$ cat src/rtl/abp_packet_rx.sv
// ABP packet receiver: extracts the alternating bit and counter value from fixed-length Ethernet frames.
// Optional EtherType filtering is enabled by defining ABP_RX_ETHERTYPE_CHECK_EN.
module abp_packet_rx #(
   parameter int          DATA_WIDTH  = 8,
   parameter int          VALUE_SIZE  = 4,
   parameter int          PACKET_SIZE = 64,
   parameter logic [15:0] ETHERTYPE   = 16'h88B5
) (
   input  logic                    aclk,
   input  logic                    reset,
   input  logic                    s_eth_rx_tvalid,
   input  logic [DATA_WIDTH-1:0]   s_eth_rx_tdata,
   input  logic                    s_eth_rx_tlast,
   output logic                    s_eth_rx_tready,
   output logic                    m_abp_valid,
   output logic [VALUE_SIZE*8-1:0] m_abp_value,
   output logic                    m_abp_bit,
   input  logic                    m_abp_ready,
   output logic                    busy,
   output logic                    error_early_termination,
   output logic                    error_long_frame
);

   localparam int CW = $clog2(PACKET_SIZE + 1);
   localparam int VW = VALUE_SIZE * 8;

   localparam logic [1:0] RECV = 2'd0;
   localparam logic [1:0] DROP = 2'd1;
   localparam logic [1:0] HOLD = 2'd2;

   localparam logic [CW-1:0] LAST_IDX   = CW'(PACKET_SIZE - 1);
   localparam logic [CW-1:0] ETH_HI_IDX = CW'(12);
   localparam logic [CW-1:0] ETH_LO_IDX = CW'(13);
   localparam logic [CW-1:0] BIT_IDX    = CW'(14);
   localparam logic [CW-1:0] VAL_FIRST  = CW'(15);
   localparam logic [CW-1:0] VAL_LAST   = CW'(14 + VALUE_SIZE);

   logic [1:0]    state_q, state_d;
   logic [CW-1:0] count_q, count_d;
   logic          tready_q, tready_d;
   logic          valid_q, valid_d;
   logic [VW-1:0] value_q, value_d;
   logic          bit_q, bit_d;
   logic [VW-1:0] shift_q, shift_d;
   logic          bit_sh_q, bit_sh_d;
   logic          early_q, early_d;
   logic          long_q, long_d;
   logic          xfer;
   logic          frame_ok;

   assign xfer = s_eth_rx_tvalid && tready_q;

`ifdef ABP_RX_ETHERTYPE_CHECK_EN
   logic [15:0] etype_q, etype_d;

   always_comb begin
      etype_d = etype_q;
      if (xfer && state_q == RECV) begin
         if (count_q == ETH_HI_IDX)      etype_d[15:8] = s_eth_rx_tdata[7:0];
         else if (count_q == ETH_LO_IDX) etype_d[7:0]  = s_eth_rx_tdata[7:0];
      end
   end

   always_ff @(posedge aclk) begin
      if (reset) etype_q <= '0;
      else       etype_q <= etype_d;
   end

   assign frame_ok = (etype_q == ETHERTYPE);
`else
   logic [15:0] unused_ethertype;
   assign unused_ethertype = ETHERTYPE;
   assign frame_ok         = 1'b1;
`endif

   // NOTE: every always_comb output gets a default first, so no path can infer a latch.
   always_comb begin
      state_d  = state_q;
      count_d  = count_q;
      valid_d  = valid_q;
      value_d  = value_q;
      bit_d    = bit_q;
      shift_d  = shift_q;
      bit_sh_d = bit_sh_q;
      early_d  = 1'b0;
      long_d   = 1'b0;

      case (state_q)
         RECV: begin
            if (xfer) begin
               // Payload is staged in shadow registers and only published on a good frame end.
               if (count_q == BIT_IDX) bit_sh_d = s_eth_rx_tdata[0];
               if (count_q >= VAL_FIRST && count_q <= VAL_LAST)
                  shift_d = (shift_q << 8) | VW'(s_eth_rx_tdata);

               if (s_eth_rx_tlast) begin
                  count_d = '0;
                  if (count_q != LAST_IDX) begin
                     early_d = 1'b1;
                  end else if (frame_ok) begin
                     state_d = HOLD;
                     valid_d = 1'b1;
                     value_d = shift_d;
                     bit_d   = bit_sh_d;
                  end
               end else if (count_q == LAST_IDX) begin
                  long_d  = 1'b1;
                  state_d = DROP;
                  count_d = count_q + CW'(1);
               end else begin
                  count_d = count_q + CW'(1);
               end
            end
         end
         DROP: begin
            if (xfer && s_eth_rx_tlast) begin
               state_d = RECV;
               count_d = '0;
            end
         end
         HOLD: begin
            if (valid_q && m_abp_ready) begin
               state_d = RECV;
               valid_d = 1'b0;
            end
         end
         default: begin
            state_d = RECV;
            count_d = '0;
            valid_d = 1'b0;
         end
      endcase

      tready_d = (state_d != HOLD);
   end

   // NOTE: sequential state uses non-blocking assignments; reset is synchronous and clears every flop, including the published value.
   always_ff @(posedge aclk) begin
      if (reset) begin
         state_q  <= RECV;
         count_q  <= '0;
         tready_q <= 1'b0;
         valid_q  <= 1'b0;
         value_q  <= '0;
         bit_q    <= 1'b0;
         shift_q  <= '0;
         bit_sh_q <= 1'b0;
         early_q  <= 1'b0;
         long_q   <= 1'b0;
      end else begin
         state_q  <= state_d;
         count_q  <= count_d;
         tready_q <= tready_d;
         valid_q  <= valid_d;
         value_q  <= value_d;
         bit_q    <= bit_d;
         shift_q  <= shift_d;
         bit_sh_q <= bit_sh_d;
         early_q  <= early_d;
         long_q   <= long_d;
      end
   end

   assign s_eth_rx_tready         = tready_q;
   assign m_abp_valid             = valid_q;
   assign m_abp_value             = value_q;
   assign m_abp_bit               = bit_q;
   assign busy                    = (count_q != '0) || (state_q != RECV);
   assign error_early_termination = early_q;
   assign error_long_frame        = long_q;

endmodule

$ cat config.mk
export PLATFORM = sky130hd
export DESIGN_NAME = abp_packet_rx
export DESIGN_NICKNAME = d
export VERILOG_FILES = /design/src/rtl/abp_packet_rx.sv
export SDC_FILE = /design/constraint.sdc
export NUM_CORES = 1
export LEC_CHECK = 0
export CORE_MARGIN = 2
export CORE_UTILIZATION = 57
export CTS_CLUSTER_SIZE = 8
export DETAILED_ROUTE_END_ITERATION = 7
export HOLD_SLACK_MARGIN = 0.05
export PLACE_DENSITY = 0.88
export SYNTH_ARGS = -nofsm -noshare
export SYNTH_HDL_FRONTEND = slang
export SYNTH_SLANG_ARGS = --single-unit
$ cat constraint.sdc
create_clock -name aclk -period 5.1 [get_ports aclk]
set_input_delay 1.53 -clock aclk [delete_from_list [all_inputs] [get_ports aclk]]
set_output_delay 1.53 -clock aclk [all_outputs]
set_load 0.05 [all_outputs]
==> results.md <==
- Starting density of the core: 59.37%
- Worst hold path class: flop to flop
- Final non-filler cell total: 466
- Worst-Skew Late Latency: 360 ps
- Status: completed
- Worst-path fanout max: 11
- Worst Setup Slack, final: 1628 ps
- Die span in x: 79.97 µm
- Ant. Diodes: 0
- Total GRT Usage: 22.64%
- Netlist cell types: 36
- RSZ-0062 raised after global routing: false
- Setup TNS Final: 0 ps
- CTS tree: built
- Post-cts resize count: 0
- Max_slew headroom: 43.69%
- Critical path class: flop to output pin
- Die height: 79.97 µm
- Initial antenna violation count: 0
- Hold buffers post-CTS: 0
- Synth Area in Simple Gates: 22.56%
- Routed length per instance: 14.27 µm
- Root buf cell: clkbuf_8
- Global-route wire length before repair: 11230 µm
- Dpl cells: 450
- Hold Vio Cnt, Final: 0
- Grt total ovfl: 0
- DR pass1 iterations: 4
- Max IR drop VDD: 0.1987 mV
- Worst slack, placed: 1347 ps
- Register bit total from synthesis: 79
- Clock transition at path regs: 80 ps
- CTS H-tree depth: 3
- Share of layout cells above drive strength 1: 13.45%
- Fill cells: 422
- # setup viols final: 0
- Post-route minimum period: 3472 ps
- CP Launch Type: flop
- IO Pins: 51
- Fin nets: 405
- Period utilization: 68.07%
- Postcts setup bufs: 0
- CTS Buffer Depth: 2
- Port bufs: 50
- Commonest non-fill, non-tap cells in the layout: dfxtp_1 (79), nand2_1 (64), clkdlybuf4s50_1 (49), nand2b_1 (40), mux2i_1 (33)
- Grt met3 use: 5.656%
- Finished Core Util: 72.31%
- Average cell area after synthesis: 9.507 µm²
- Leading cell type in the layout, fill and taps excluded: dfxtp_1
- Max Cap Viol: 0
- Routed vias: 2518
- Synthesized cell area: 3289 µm²
- Area Growth Syn to Fin: 21.80%
- GP Congestion: 0.8880
- Fmax achieved: 288.1 MHz
- DRC Markers: 0
- Via-to-Cell Ratio: 5.403
- Max Slew Vio Count: 0
- Adder-cell area share of the yosys netlist: 1.141%
- Leak: 0.001297 µW
- Routed WL: 6652 µm
- Num CTS Buffers: 9
- CTS Sinks: 79
- Post-Synth XOR/XNOR Area: 0.5325%
- Met1 Track Usage GR: 28.00%
- Power Dens Cells: 311.9 nW/µm²
- Num rows: 27
- GRT met2 Usage: 37.83%
- Setup Skew: 10.44 ps
- Critical Path AT: 1940 ps
- Pin count of the biggest net entering global routing: 43
- Worst Max-Slew Pin Slew: 837.5 ps
- Total Power Consumption: 1249 µW
- Syn. warnings: 0
- Mux contribution to synthesized area: 10.04%
- Cell count after synthesis: 346
- Detailed placer's ending HPWL: 4286 µm
- Worst EP required: 3570 ps
- Core area: 5540 µm²
- Die ar.: 6394 µm²
- Syn Nets: 362
- Initial drt markers: 127
- Complex-gate fraction of the synthesized area: 12.17%
- Sequential-to-total area share from yosys stat: 48.08%
- Final ANT Viol Nets: 0
- Vias in the first global route: 2432
- Grt peak-use layer: met2
- Largest family of logic cells by synthesized area: simple AND/OR/NAND/NOR gates
- CP Capture Type: output pin
[where the power goes]
group,internal [µW],switching [µW]
registers,618,1.47
clock network,352,231
logic,20.3,26.7
[Yosys cell counts]
cell	number	area [µm²]
dfxtp_1	79	1582
nand2_1	64	240.2
nand2b_1	40	250.2
mux2i_1	33	330.3
a21oi_1	23	115.1
a21oi_2	18	157.7
clkbuf_1	11	41.29
nand2_2	10	62.56
buf_6	8	90.09
nor2_1	8	30.03
inv_1	5	18.77
o31ai_1	5	37.54
a211oi_1	3	22.52
buf_2	3	15.01
ha_1	3	37.54
nand3_1	3	15.01
nand4_1	3	18.77
nor3_1	3	15.01
or4_1	3	22.52
a31oi_1	2	12.51
and2_1	2	12.51
and3b_1	2	17.52
xnor2_1	2	17.52
a211o_1	1	8.760
a21oi_4	1	16.27
a41oi_1	1	8.760
and3_1	1	6.260
and4_1	1	8.760
buf_8	1	15.01
nor2b_1	1	6.260
nor2b_4	1	13.76
nor4_1	1	6.260
nor4bb_2	1	16.27
o211ai_1	1	7.510
o21ai_0	1	5.000
o31a_1	1	8.760
[worst paths after layout]
check / start / to / slack (ps) / cells past startpoint
min reg2reg: m_abp_value[19] / m_abp_value[19] / 460 / 2
min: m_abp_value[19] / m_abp_value[19] / 460 / 2
max reg2reg: state_q[1] / shift_q[5] / 2850 / 5
max: state_q[1] / busy / 1630 / 3
[worst max-delay path, cell delays in order (launching register included)]
cell	delay [ps]
dfxtp_1	580
nor2_1	90
nand4_1	120
clkdlybuf4s50_1	800
[area by class of cell]
cell class / instances / area, µm² / area share, %
multi-input cells: 239 / 1528 / 38.13
well taps: 72 / 90.09 / 2.249
inverters: 5 / 18.77 / 0.4685
flip-flops and latches: 79 / 1582 / 39.48
repair buffers: 55 / 533.0 / 13.30
clock inverters: 5 / 103.9 / 2.592
clock buffers: 11 / 151.4 / 3.779
[stage by stage]
| step | instance area, µm² | hold slack (ps) |
|---|---|---|
| 2_1_floorplan | 3289 | 432.3 |
| 3_3_place_gp | 3751 | 443.6 |
| 3_5_place_dp | 3751 | 448.0 |
| 4_1_cts | 4006 | 459.3 |
| 5_1_grt | 4006 | 479.7 |
| 6_report | 4006 | 457.7 |
[sequential cells by signal, indices dropped and copies added, names as in the netlist]
| register | count |
|---|---|
| m_abp_value | 32 |
| shift_q | 32 |
| error_early_termination | 1 |
| m_abp_bit | 1 |
| state_q | 2 |
| m_abp_valid | 1 |
| s_eth_rx_tready | 1 |
| bit_sh_q | 1 |
| error_long_frame | 1 |
| count_q | 7 |
[metal layers]
| layer | share of wire [%] | wire length [µm] | vias to the layer above |
|---|---|---|---|
| li1 | - | - | 1252 |
| met1 | 47 | 3099 | 1203 |
| met2 | 48 | 3194 | 51 |
| met3 | 3.7 | 244 | 12 |
| met4 | 1.7 | 113 | 0 |
| met5 | 0 | 0 | - |
[logic make-up (layout without fill, tap and decap cells)]
kind of cell | after synthesis | after routing
AOI/OAI and AO/OA | 57 | 57
xor gates and xnor gates | 2 | 2
adders and majority gates | 3 | 3
buffers and inverters | 28 | 76
DFF | 79 | 79
muxes | 33 | 33
and+or+nand+nor | 144 | 144
(Power assumes the default switching activity.)
